--- src/rtl/cic_d_mc.sv ---
// cic_d_mc: multi-channel, time-interleaved CIC decimator with runtime rate and output shift.
// Build option CIC_D_MC_ROUND_EN: round half up before the output shift instead of truncating.
module cic_d_mc #(
    parameter int unsigned INP_DW    = 16,
    parameter int unsigned OUT_DW    = 16,
    parameter int unsigned CIC_N     = 3,
    parameter int unsigned CIC_M     = 1,
    parameter int unsigned CIC_R_MAX = 16,
    parameter int unsigned NUM_CH    = 2,
    localparam int unsigned CH_W     = (NUM_CH > 1) ? $clog2(NUM_CH) : 1,
    localparam int unsigned B_MAX    = INP_DW + CIC_N * $clog2(CIC_R_MAX * CIC_M),
    localparam int unsigned RATE_W   = $clog2(CIC_R_MAX + 1),
    localparam int unsigned SHIFT_W  = $clog2(B_MAX)
) (
    input  logic                     clk,
    input  logic                     reset,
    input  logic [RATE_W-1:0]        cfg_rate,
    input  logic [SHIFT_W-1:0]       cfg_shift,
    input  logic                     cfg_load,
    input  logic signed [INP_DW-1:0] s_axis_in_tdata,
    input  logic [CH_W-1:0]          s_axis_in_tuser,
    input  logic                     s_axis_in_tvalid,
    output logic signed [OUT_DW-1:0] m_axis_out_tdata,
    output logic [CH_W-1:0]          m_axis_out_tuser,
    output logic                     m_axis_out_tvalid
);

    localparam logic signed [OUT_DW-1:0] OUT_MAX = {1'b0, {(OUT_DW-1){1'b1}}};
    localparam logic signed [OUT_DW-1:0] OUT_MIN = {1'b1, {(OUT_DW-1){1'b0}}};
    localparam logic signed [B_MAX:0]    SAT_HI  = (B_MAX+1)'(OUT_MAX);
    localparam logic signed [B_MAX:0]    SAT_LO  = (B_MAX+1)'(OUT_MIN);

    logic              clr_c;
    logic              tag_ok_c;
    logic              in_ok_c;
    logic [RATE_W-1:0] rate_c;
    logic [RATE_W-1:0] rate_q;
    logic [SHIFT_W-1:0] shift_q;

    // reset and cfg_load share one flush; only reset touches the configuration
    assign clr_c = reset | cfg_load;

    if (NUM_CH < (1 << CH_W)) begin : g_tag_chk
        assign tag_ok_c = {1'b0, s_axis_in_tuser} < (CH_W+1)'(NUM_CH);
    end else begin : g_tag_all
        assign tag_ok_c = 1'b1;
    end

    assign in_ok_c = s_axis_in_tvalid & tag_ok_c & ~cfg_load;

    always_comb begin
        rate_c = cfg_rate;
        if (cfg_rate == '0) begin
            rate_c = RATE_W'(1);
        end else if (cfg_rate > RATE_W'(CIC_R_MAX)) begin
            rate_c = RATE_W'(CIC_R_MAX);
        end
    end

    always_ff @(posedge clk) begin
        if (reset) begin
            rate_q  <= RATE_W'(1);
            shift_q <= '0;
        end else if (cfg_load) begin
            rate_q  <= rate_c;
            shift_q <= cfg_shift;
        end
    end

    // ---------------- integrators ----------------
    logic signed [B_MAX-1:0] acc       [CIC_N][NUM_CH];
    logic signed [B_MAX-1:0] int_data  [CIC_N];
    logic [CH_W-1:0]         int_ch    [CIC_N];
    logic                    int_vld   [CIC_N];
    logic signed [B_MAX-1:0] int_din_c [CIC_N];
    logic [CH_W-1:0]         int_dch_c [CIC_N];
    logic                    int_dv_c  [CIC_N];
    logic signed [B_MAX-1:0] int_sum_c [CIC_N];

    always_comb begin
        int_din_c[0] = B_MAX'(s_axis_in_tdata);
        int_dch_c[0] = s_axis_in_tuser;
        int_dv_c[0]  = in_ok_c;
        for (int k = 1; k < CIC_N; k++) begin
            int_din_c[k] = int_data[k-1];
            int_dch_c[k] = int_ch[k-1];
            int_dv_c[k]  = int_vld[k-1];
        end
        for (int k = 0; k < CIC_N; k++) begin
            int_sum_c[k] = acc[k][int_dch_c[k]] + int_din_c[k];
        end
    end

    // each stage owns its accumulator bank, so same-channel samples back to back are safe
    always_ff @(posedge clk) begin
        if (clr_c) begin
            for (int k = 0; k < CIC_N; k++) begin
                int_vld[k]  <= 1'b0;
                int_data[k] <= '0;
                int_ch[k]   <= '0;
                for (int c = 0; c < NUM_CH; c++) begin
                    acc[k][c] <= '0;
                end
            end
        end else begin
            for (int k = 0; k < CIC_N; k++) begin
                int_vld[k] <= int_dv_c[k];
                if (int_dv_c[k]) begin
                    acc[k][int_dch_c[k]] <= int_sum_c[k];
                    int_data[k]          <= int_sum_c[k];
                    int_ch[k]            <= int_dch_c[k];
                end
            end
        end
    end

    // ---------------- decimator ----------------
    logic [RATE_W-1:0] cnt [NUM_CH];
    logic              dec_pass_c;

    assign dec_pass_c = int_vld[CIC_N-1] &&
                        (cnt[int_ch[CIC_N-1]] == rate_q - RATE_W'(1));

    always_ff @(posedge clk) begin
        if (clr_c) begin
            for (int c = 0; c < NUM_CH; c++) begin
                cnt[c] <= '0;
            end
        end else if (int_vld[CIC_N-1]) begin
            cnt[int_ch[CIC_N-1]] <= dec_pass_c ? '0 : cnt[int_ch[CIC_N-1]] + RATE_W'(1);
        end
    end

    // ---------------- combs ----------------
    logic signed [B_MAX-1:0] dly       [CIC_N][NUM_CH][CIC_M];
    logic signed [B_MAX-1:0] cmb_data  [CIC_N];
    logic [CH_W-1:0]         cmb_ch    [CIC_N];
    logic                    cmb_vld   [CIC_N];
    logic signed [B_MAX-1:0] cmb_din_c [CIC_N];
    logic [CH_W-1:0]         cmb_dch_c [CIC_N];
    logic                    cmb_dv_c  [CIC_N];

    always_comb begin
        cmb_din_c[0] = int_data[CIC_N-1];
        cmb_dch_c[0] = int_ch[CIC_N-1];
        cmb_dv_c[0]  = dec_pass_c;
        for (int k = 1; k < CIC_N; k++) begin
            cmb_din_c[k] = cmb_data[k-1];
            cmb_dch_c[k] = cmb_ch[k-1];
            cmb_dv_c[k]  = cmb_vld[k-1];
        end
    end

    always_ff @(posedge clk) begin
        if (clr_c) begin
            for (int k = 0; k < CIC_N; k++) begin
                cmb_vld[k]  <= 1'b0;
                cmb_data[k] <= '0;
                cmb_ch[k]   <= '0;
                for (int c = 0; c < NUM_CH; c++) begin
                    for (int m = 0; m < CIC_M; m++) begin
                        dly[k][c][m] <= '0;
                    end
                end
            end
        end else begin
            for (int k = 0; k < CIC_N; k++) begin
                cmb_vld[k] <= cmb_dv_c[k];
                if (cmb_dv_c[k]) begin
                    cmb_data[k]                <= cmb_din_c[k] - dly[k][cmb_dch_c[k]][CIC_M-1];
                    cmb_ch[k]                  <= cmb_dch_c[k];
                    dly[k][cmb_dch_c[k]][0]    <= cmb_din_c[k];
                    for (int m = 1; m < CIC_M; m++) begin
                        dly[k][cmb_dch_c[k]][m] <= dly[k][cmb_dch_c[k]][m-1];
                    end
                end
            end
        end
    end

    // ---------------- scale and saturate ----------------
    logic signed [B_MAX:0]      wide_c;
    logic signed [B_MAX:0]      shr_c;
    logic signed [B_MAX:0]      res_c;
    logic                       rnd_bit_c;
    logic signed [OUT_DW-1:0]   sat_c;
`ifdef CIC_D_MC_ROUND_EN
    logic signed [B_MAX:0]      rnd_c;
`endif

    // rounding adds the last bit shifted out, equal to adding 2^(shift-1) before the shift
    always_comb begin
        wide_c = (B_MAX+1)'(cmb_data[CIC_N-1]);
        shr_c  = wide_c >>> shift_q;
`ifdef CIC_D_MC_ROUND_EN
        rnd_c     = wide_c >>> (shift_q - SHIFT_W'(1));
        rnd_bit_c = (shift_q != '0) & rnd_c[0];
`else
        rnd_bit_c = 1'b0;
`endif
        res_c = shr_c + $signed({{B_MAX{1'b0}}, rnd_bit_c});
        if (res_c > SAT_HI) begin
            sat_c = OUT_MAX;
        end else if (res_c < SAT_LO) begin
            sat_c = OUT_MIN;
        end else begin
            sat_c = OUT_DW'(res_c);
        end
    end

    always_ff @(posedge clk) begin
        if (clr_c) begin
            m_axis_out_tvalid <= 1'b0;
            m_axis_out_tdata  <= '0;
            m_axis_out_tuser  <= '0;
        end else begin
            m_axis_out_tvalid <= cmb_vld[CIC_N-1];
            if (cmb_vld[CIC_N-1]) begin
                m_axis_out_tdata <= sat_c;
                m_axis_out_tuser <= cmb_ch[CIC_N-1];
            end
        end
    end

endmodule

--- config.mk ---
export PLATFORM = sky130hd
export DESIGN_NAME = cic_d_mc
export DESIGN_NICKNAME = d
export VERILOG_FILES = /design/src/rtl/cic_d_mc.sv
export SDC_FILE = /design/constraint.sdc
export NUM_CORES = 1
export LEC_CHECK = 0
export ABC_CLOCK_PERIOD_IN_PS = 5000
export CORE_AREA = 2 2 191 268
export CTS_CLUSTER_DIAMETER = 200
export DETAILED_ROUTE_END_ITERATION = 8
export DIE_AREA = 0 0 193 270
export PLACE_DENSITY = 0.86
export SLEW_MARGIN = 20
export SYNTH_ARGS = -nofsm -noshare
export SYNTH_HDL_FRONTEND = slang
export SYNTH_SLANG_ARGS = --single-unit
export TNS_END_PERCENT = 50
--- constraint.sdc ---
create_clock -name clk -period 5 [get_ports clk]
set_input_delay 0.75 -clock clk [delete_from_list [all_inputs] [get_ports clk]]
set_output_delay 0.75 -clock clk [all_outputs]
set_load 0.1 [all_outputs]
=== After elaboration in Yosys (flattened, before gate mapping) ===
Memory sizes are Yosys's and may differ from the RTL's. A register that Yosys moved wholly into a read port is not among the register bits.
Index checks and enable logic that the tools add are counted.

* Multipliers: 0
* Bitwise gates (word level): 363
* Shifts and indexed selects: 1
* Order comparisons: 15
* Add/sub/neg operators: 8
* Multiplexer cells: 422
* Div/mod/pow operators: 0
* Reduce and logical (&&, ||, !) cells: 9
* Equal/unequal tests: 1

{| class="wikitable"
|+ Operator list
! cell !! count
|-
| two-way mux 28 bit || 30
|-
| two-way mux 1 bit || 374
|-
| OR 1 bit || 355
|-
| two-way mux 56 bit || 6
|-
| demux 28 bit (select 1 bit) || 6
|-
| subtractor 28 bit || 3
|-
| adder 28 bit || 2
|-
| two-way mux 16 bit || 2
|-
| greater-than comparator 29 x 16 -> 1 bit, second input constant || 1
|-
| less-than comparator 29 x 16 -> 1 bit, second input constant || 1
|-
| >>> shifter 28 x 5 -> 29 bit || 1
|-
| adder 28 x 16 -> 28 bit || 1
|-
| two-way mux 5 bit || 4
|-
| greater-or-equal comparator 2 bit, second input constant || 6
|-
| less-than comparator 2 x 1 -> 1 bit, second input constant || 6
|-
| inverter 1 -> 2 bit || 6
|-
| logical AND 1 bit || 7
|-
| adder 5 x 1 -> 5 bit, second input constant || 1
|-
| == test 5 bit || 1
|-
| greater-than comparator 5 bit, second input constant || 1
|-
| logical NOT 5 bit || 1
|-
| OR reduction 5 bit || 1
|-
| subtractor 5 x 1 -> 5 bit, second input constant || 1
|-
| AND 1 bit || 1
|-
| inverter 1 bit || 1
|}

* Logic and storage cells: 832
* RAM bits: 526
* Register bits after elaboration: 27
* Memories: 9
* Bits in read-only memories: 0
* Bits in latches: 0

{| class="wikitable"
|+ Memory list
! memory !! words !! bits a word !! read ports !! clocked after Yosys merged registers in !! wr ports !! RTL line !! source
|-
| acc || 3 || 56 || 3 || 0 || 3 || 71 || <nowiki>logic signed [B_MAX-1:0] acc [CIC_N][NUM_CH];</nowiki>
|-
| dly || 3 || 56 || 3 || 0 || 3 || 135 || <nowiki>logic signed [B_MAX-1:0] dly [CIC_N][NUM_CH][CIC_M];</nowiki>
|-
| cmb_data || 3 || 28 || 3 || 0 || 3 || 136 || <nowiki>logic signed [B_MAX-1:0] cmb_data [CIC_N];</nowiki>
|-
| int_data || 3 || 28 || 3 || 0 || 3 || 72 || <nowiki>logic signed [B_MAX-1:0] int_data [CIC_N];</nowiki>
|-
| cnt || 2 || 5 || 1 || 0 || 2 || 118 || <nowiki>logic [RATE_W-1:0] cnt [NUM_CH];</nowiki>
|-
| cmb_ch || 3 || 1 || 3 || 1 || 3 || 137 || <nowiki>logic [CH_W-1:0] cmb_ch [CIC_N];</nowiki>
|-
| 3 more memories || - || - || - || - || - || - ||
|}

=== Depth between registers and ports, before layout ===
Gate-level depths: netlist of the first run.
An unclocked memory read counts as a cell.

* Depth in word-level cells: 8
* Mapped depth: 15
* Gate-level depth less buffers: 12

=== Worst setup path before layout of the first run ===
Ideal clock, no wire load.

* Kind: register to register
* Start point: mem int_ch[0][2] in the netlist's numbering
* End point: mem dly[0][0] in the netlist's numbering (enable)
* Library setup time: 0.452 ns
* Path buffers: 2
* Stages on the path, launching flop included: 9
* Data required time: 4.548 ns
* Arrival time: 3.860 ns
* Path slack: 0.688 ns
* Cells stage by stage: edfxtp_1 clkbuf_1 buf_2 mux2i_1 xnor2_1 nand4_1 nor3_2 nand2_1 o21ai_0

{| class="wikitable"
|+ RTL lines
! element !! RTL line !! source
|-
| from (decl) || 73 || <nowiki>logic [CH_W-1:0] int_ch [CIC_N];</nowiki>
|-
| to (decl) || 135 ||
|}

==> metrics.txt, run 1 <==
status finished, final reports clean; first-pass GRT wire length 115 mm; synthesized area 31,600 µm²; Main synth FF type edfxtp_1; DRC 0; CTS Sinks 554; drt first-iter violations 1,524; static leakage 14.1 nW; DR vias 22,400; Post-synth EDFFs 520; R2R setup slack 0.67 ns; Power Density 326 nW/µm²; die width 193 µm; power share of the combinational group 17.4%; Root Buffer clkbuf_16; Mapped Nets 3,029; postcts setup bufs 0; Fillers 3,447; Slew headroom 29.2%; vias in the first global route 23,100; initial core utilization 63.4%; hpwl dp 51.0 mm; Final Non-Filler Cells 3,527; Period Utilization, post-route 86.7%; ys async rst share 0%; design area 34,400 µm²; Pre-antenna DRT Iters 7; fin crit period 4.33 ns; Placed Instance Area 32,800 µm²; fmax 231 MHz; Design Power 11.2 mW; MaxCap Viol Count 0; RSZ-0062 raised after global routing no; CP endpoint kind flop; cell count after synthesis 2,828; critical path arrival 4.77 ns; Slew @ Worst Pin 1.06 ns; CP Class reg2reg; FF/Latch Area 16,300 µm²; Avg Cell Area, Syn 11.2 µm²; average vias per placed instance 6.36; total CTS buffers 50; GRT Util Overall 27.6%; post-synthesis register bit count 554; die area 52,100 µm²; Worst VDD drop 0.339 mV; Fin. Hold Viols 0; sequential fraction of the synthesis area 51.6%; row cnt 97; final WL 71.6 mm; CP Launch Type flop; Clock Power Share 34.3%; Post-CTS Hold Fix Bufs 0; Final Wtd Congestion 0.953; Seq pwr share 48.3%; area grow syn2layout 8.92%; hold crit path type reg2reg; Setup Skew 0.0209 ns; Skew-Pair Late Insertion Delay 0.61 ns; antenna-violating nets left 0; Synth Warn # 0; number of max-slew violations in the final report 0; Core Box Area 49,800 µm²; most frequent cells in the layout edfxtp_1, nor2_1, ha_1, a21oi_1, and2_1; Final nets 3,045; largest net degree at the start of global routing 82; Sw Ratio 27.0%; n_diodes 0; IO Pins 49; CTS H-tree lvls 2; gr ovfl total 0; Synth cell types 78; antenna violations before repair 0; CTS tree built; share of cells above drive strength 1 9.40%; port bufs 48; wire per inst 20.3 µm; Required @ worst endpoint 5.43 ns; Core Util, Final 69.1%; most common cell after layout, fill and taps aside edfxtp_1; setup violators final 0; Max Root-Sink Buffers 3; setup tns final 0 ns; clk slew on worst S/H paths 0.06 ns; critical path fanouts, max 56; die height 270 µm; placed cell count 3,435; Int Power 8.19 mW; area of the multi-input gates 14,500 µm²; switching power 3.04 mW; post-CTS sizing 0
synthesized netlist by cell type (34+ instances only):
cell type / instances / area, µm²
nand2b_1: 36 / 225
o21ai_0: 104 / 521
nand2_1: 116 / 435
edfxtp_1: 520 / 15600
dfxtp_1: 34 / 681
and2_1: 140 / 876
and3_1: 78 / 488
mux2_2: 96 / 1080
ha_1: 164 / 2050
clkbuf_1: 100 / 375
nor2_1: 395 / 1480
xor2_1: 60 / 526
xnor2_1: 67 / 587
inv_1: 67 / 251
a21oi_1: 150 / 751
nor3_1: 71 / 355
a21o_1: 84 / 631
mux2i_1: 123 / 1230
stage by stage:
stage	hold WS, ns	worst slack (ns)
floorplan	0.471	0.688
global placement	0.490	0.466
detailed placement	0.500	0.310
CTS	0.512	0.725
global route	0.550	0.389
finish	0.510	0.667
final cells by class:
| cell class | count | area share, % |
|---|---|---|
| inverters | 67 | 0.731 |
| flip-flops and latches | 554 | 47.4 |
| clock buffers | 58 | 3.78 |
| repair buffers | 101 | 2.59 |
| well taps | 643 | 2.34 |
| clock inverters | 34 | 0.953 |
| multi-input cells | 2070 | 42.2 |
logic make-up (layout without fill, tap and decap cells):
kind of cell	Yosys count	after routing	synth area share [%]
buffers and inverters	204	260	2.53
adder cells (fa/ha/maj)	170	170	6.88
multiplexers	236	236	8.51
XOR/XNOR	127	127	3.52
flip-flops	554	554	51.6
AO/OA/AOI/OAI	571	571	12.1
AND/OR/NAND/NOR	966	966	14.9
layer usage:
metal / GRT usage (%) / share of wire (%) / vias to the layer above
li1: - / - / 10500
met4: 16.8 / 6.3 / 0
met1: 29.1 / 35 / 10800
met3: 3.61 / 4.6 / 309
met5: 0 / 0 / -
met2: 51.4 / 54 / 830
registers in the layout (all words and copies together), names as in the netlist, 5 cells and up:
register / flops
rate_q: 5
cmb_data: 84
cnt: 10
m_axis_out_tdata: 16
shift_q: 5
acc: 168
int_data: 84
dly: 168
power groups by stage:
stage | combinational [mW] | sequential (mW) | clock [mW]
final | 1.95 | 5.42 | 3.85
after global routing | 2.13 | 5.44 | 4.06
after CTS | 1.92 | 5.42 | 3.90
after detailed placement | 1.90 | 5.52 | 0
after global placement | 1.84 | 5.51 | 0
after floorplan | 1.45 | 5.46 | 0
path summary, 6_finish.rpt:
path	cells past startpoint	endpoint	start
max reg2reg	12	cmb_data[0][24]	int_ch[0][2]
max	12	cmb_data[0][24]	int_ch[0][2]
min	2	rate_q[3]	rate_q[3]
min reg2reg	2	rate_q[3]	rate_q[3]
critical path: stages, from the launching register on:
cell and delay [ns]:
edfxtp_1 0.44, buf_4 0.58, mux2i_1 0.18, ha_1 0.35, nor2b_1 0.18, o21ai_0 0.23, a21boi_0 0.43, o211ai_1 0.21
o31ai_1 0.56, o211ai_1 0.29, a31o_2 0.31, and3_1 0.18, nor3_1 0.18
(Power assumes the default switching activity.)
==> inputs of run 2 (changes only) <==
- ABC_CLOCK_PERIOD_IN_PS: 5000 -> default
- TNS_END_PERCENT: 50 -> 20
==> results of run 2 <==
Final layout, timing and power as in run 1 (identical DEF).
==> inputs of run 3 (changes only) <==
- CORE_AREA: 2 2 191 268 -> 2 2 257 361
- DIE_AREA: 0 0 193 270 -> 0 0 259 363
- PLACE_DENSITY: 0.86 -> 0.54
==> run 3 against run 2 <==
Against the previous run:
- via count fell by 3.0%
- count of clock-buffer cells in the layout is 14 higher
- final area grew 3.9%
- final cell count rose by 17%
- sequential share of layout area decreased by 1.8 points
- die area grew 80%
- combinational power about the same
- utilization is 30 points lower
- clock power is 26% higher
- worst setup slack better by 0.15 ns
- critical path type unchanged
- largest cell class unchanged
- largest power group unchanged
==> metrics.txt, run 3 (same netlist as run 1, synthesis figures left out) <==
area grow syn2layout 13.2%; Fillers 8,695 (+150%); gr ovfl total 0 (unchanged); Post-CTS Hold Fix Bufs 0 (unchanged); critical path fanouts, max 4 (-93%); placed cell count 4,005 (+17%); Core Box Area 90,600 µm² (+82%); antenna-violating nets left 0 (unchanged); Clock Power Share 39.6% (+5.3 points); GRT Util Overall 16.4% (-11 points); CTS Sinks 554 (unchanged); die height 363 µm (+34%); Final Non-Filler Cells 4,117 (+17%); number of max-slew violations in the final report 0 (unchanged); CP dominant cell by count o211ai_1; Worst VDD drop 0.273 mV (-19%); post-CTS sizing 0 (unchanged); FF/Latch Area 16,300 µm² (unchanged); CP Launch Type flop; wire per inst 18.9 µm (-6.8%); fmax 239 MHz (+3.6%); Final Wtd Congestion 0.861 (-9.7%); row cnt 131 (+35%); CP Cell Sequence mux2_2, ha_1, fa_1, nor2b_1, o21ai_0, a21boi_0, o211ai_1, o31ai_1, buf_4, o211ai_1, a31o_2, and3_1, nor3_1; Fin. Hold Viols 0 (unchanged); Setup Skew 0.0430 ns (+0.0222 ns); Slew headroom 32.5% (+3.2 points); Root Buffer clkbuf_16; power share of the combinational group 16.1% (-1.3 points); CTS H-tree lvls 2 (unchanged); Final nets 3,070 (+0.82%); postcts setup bufs 0 (unchanged); Period Utilization, post-route 83.7% (-3.0 points); Required @ worst endpoint 5.47 ns (+0.04 ns); drt first-iter violations 1,202 (-21%); most frequent cells in the layout edfxtp_1, nor2_1, ha_1, a21oi_1, and2_1; status finished, final reports clean; crit path buf inv count 1 (unchanged); hpwl dp 57.3 mm (+12%); Power Density 342 nW/µm² (+4.8%); biggest regs acc x168, dly x168; initial core utilization 34.8% (-29 points); total CTS buffers 59 (+18%); Design Power 12.2 mW (+8.9%); area of the multi-input gates 14,500 µm² (about the same); delay of the slowest critical-path stage 0.50 ns (-0.08 ns); Skew-Pair Late Insertion Delay 0.65 ns (+0.04 ns); Slew @ Worst Pin 1.01 ns (-0.0514 ns); most common cell after layout, fill and taps aside edfxtp_1; Core Util, Final 39.4% (-30 points); CTS tree built; CP max stage cell a21boi_0; die area 94,000 µm² (+80%); MaxCap Viol Count 0 (unchanged); n_diodes 0 (unchanged); hold crit path type reg2reg; antenna violations before repair 1 (+1); first-pass GRT wire length 123 mm (+7.2%); average vias per placed instance 5.29 (-17%); r2r worst-path depth 13 (+1); DR vias 21,800 (-3.0%); static leakage 14.4 nW (+2.3%); die width 259 µm (+34%); critical path's top delay family compound AO/OA/AOI/OAI gates; RSZ-0062 raised after global routing no; CP Class reg2reg; final WL 77.9 mm (+8.8%); share of cells above drive strength 1 10.4% (+1.0 points); vias in the first global route 23,000 (-0.64%); Sw Ratio 26.4% (-0.68 points); largest net degree at the start of global routing 56 (-32%); CP endpoint kind flop; critical path arrival 4.66 ns (-0.11 ns); port bufs 48 (unchanged); setup tns final 0 ns (unchanged); setup violators final 0 (unchanged); smallest hold slack 0.509 ns (-0.00166 ns); Max Root-Sink Buffers 3 (unchanged); fin crit period 4.18 ns (-0.150 ns); switching power 3.22 mW (+6.2%); Pre-antenna DRT Iters 5 (-2); clk slew on worst S/H paths 0.06 ns (about the same); Worst Hold Path Cells 2 (unchanged); IO Pins 49 (unchanged); Int Power 9.00 mW (+9.9%); DRC 0 (unchanged); number of cells on the critical path 13 (+1); Seq pwr share 44.3% (-4.0 points)
==> run 3: cell count changes in the layout (fill, tap and decap cells not counted), sizes merged <==
cell      previous run  this run
buf                 53        69
bufinv               5        13
clkbuf              58        72
clkinv              21        20
clkinvlp             3         4
inv                 72        70
==> run 3: power by group through the flow <==
stage,registers [mW],logic [mW],clock network (mW)
6_report,5.42,1.97,4.84
5_1_grt,5.44,2.18,5.12
4_1_cts,5.43,1.98,4.96
3_5_place_dp,5.52,1.97,0
3_3_place_gp,5.52,1.94,0
2_1_floorplan,5.46,1.45,0
==> run 3: per-stage QoR <==
stage	cell area (µm²)	setup slack (ns)
after floorplan	31600	0.688
after global placement	33600	0.347
after detailed placement	33600	0.278
after CTS	35700	0.760
after global routing	35700	0.644
final	35700	0.817
==> run 3: layout make-up <==
cell class	count	share of cell area (%)
Clock inverter	40	1.58
Tap cell	1197	4.19
Clock buffer	72	4.44
Inverter	67	0.704
Sequential cell	554	45.6
Multi-Input combinational cell	2070	40.6
Timing Repair Buffer	117	2.86
==> run 3: worst paths after layout <==
path                start              end  slack (ns)
min             rate_q[3]        rate_q[3]        0.51
max reg2reg  int_ch[0][2]  cmb_data[0][24]        0.82
min reg2reg     rate_q[3]        rate_q[3]        0.51
max          int_ch[0][2]  cmb_data[0][24]        0.82
==> run 3: worst min-delay path, stage by stage, from the launching register on <==
cell	delay, ns
dfxtp_1	0.33
nand2b_1	0.07
a21oi_1	0.05
==> run 3: layer usage <==
layer / global-route usage (%) / vias to the layer above / routed length (µm)
li1: - / 10500 / -
met1: 16.8 / 10700 / 29000
met2: 32.8 / 381 / 43700
met3: 1.98 / 161 / 2120
met4: 7.23 / 0 / 3180
met5: 0 / - / 0
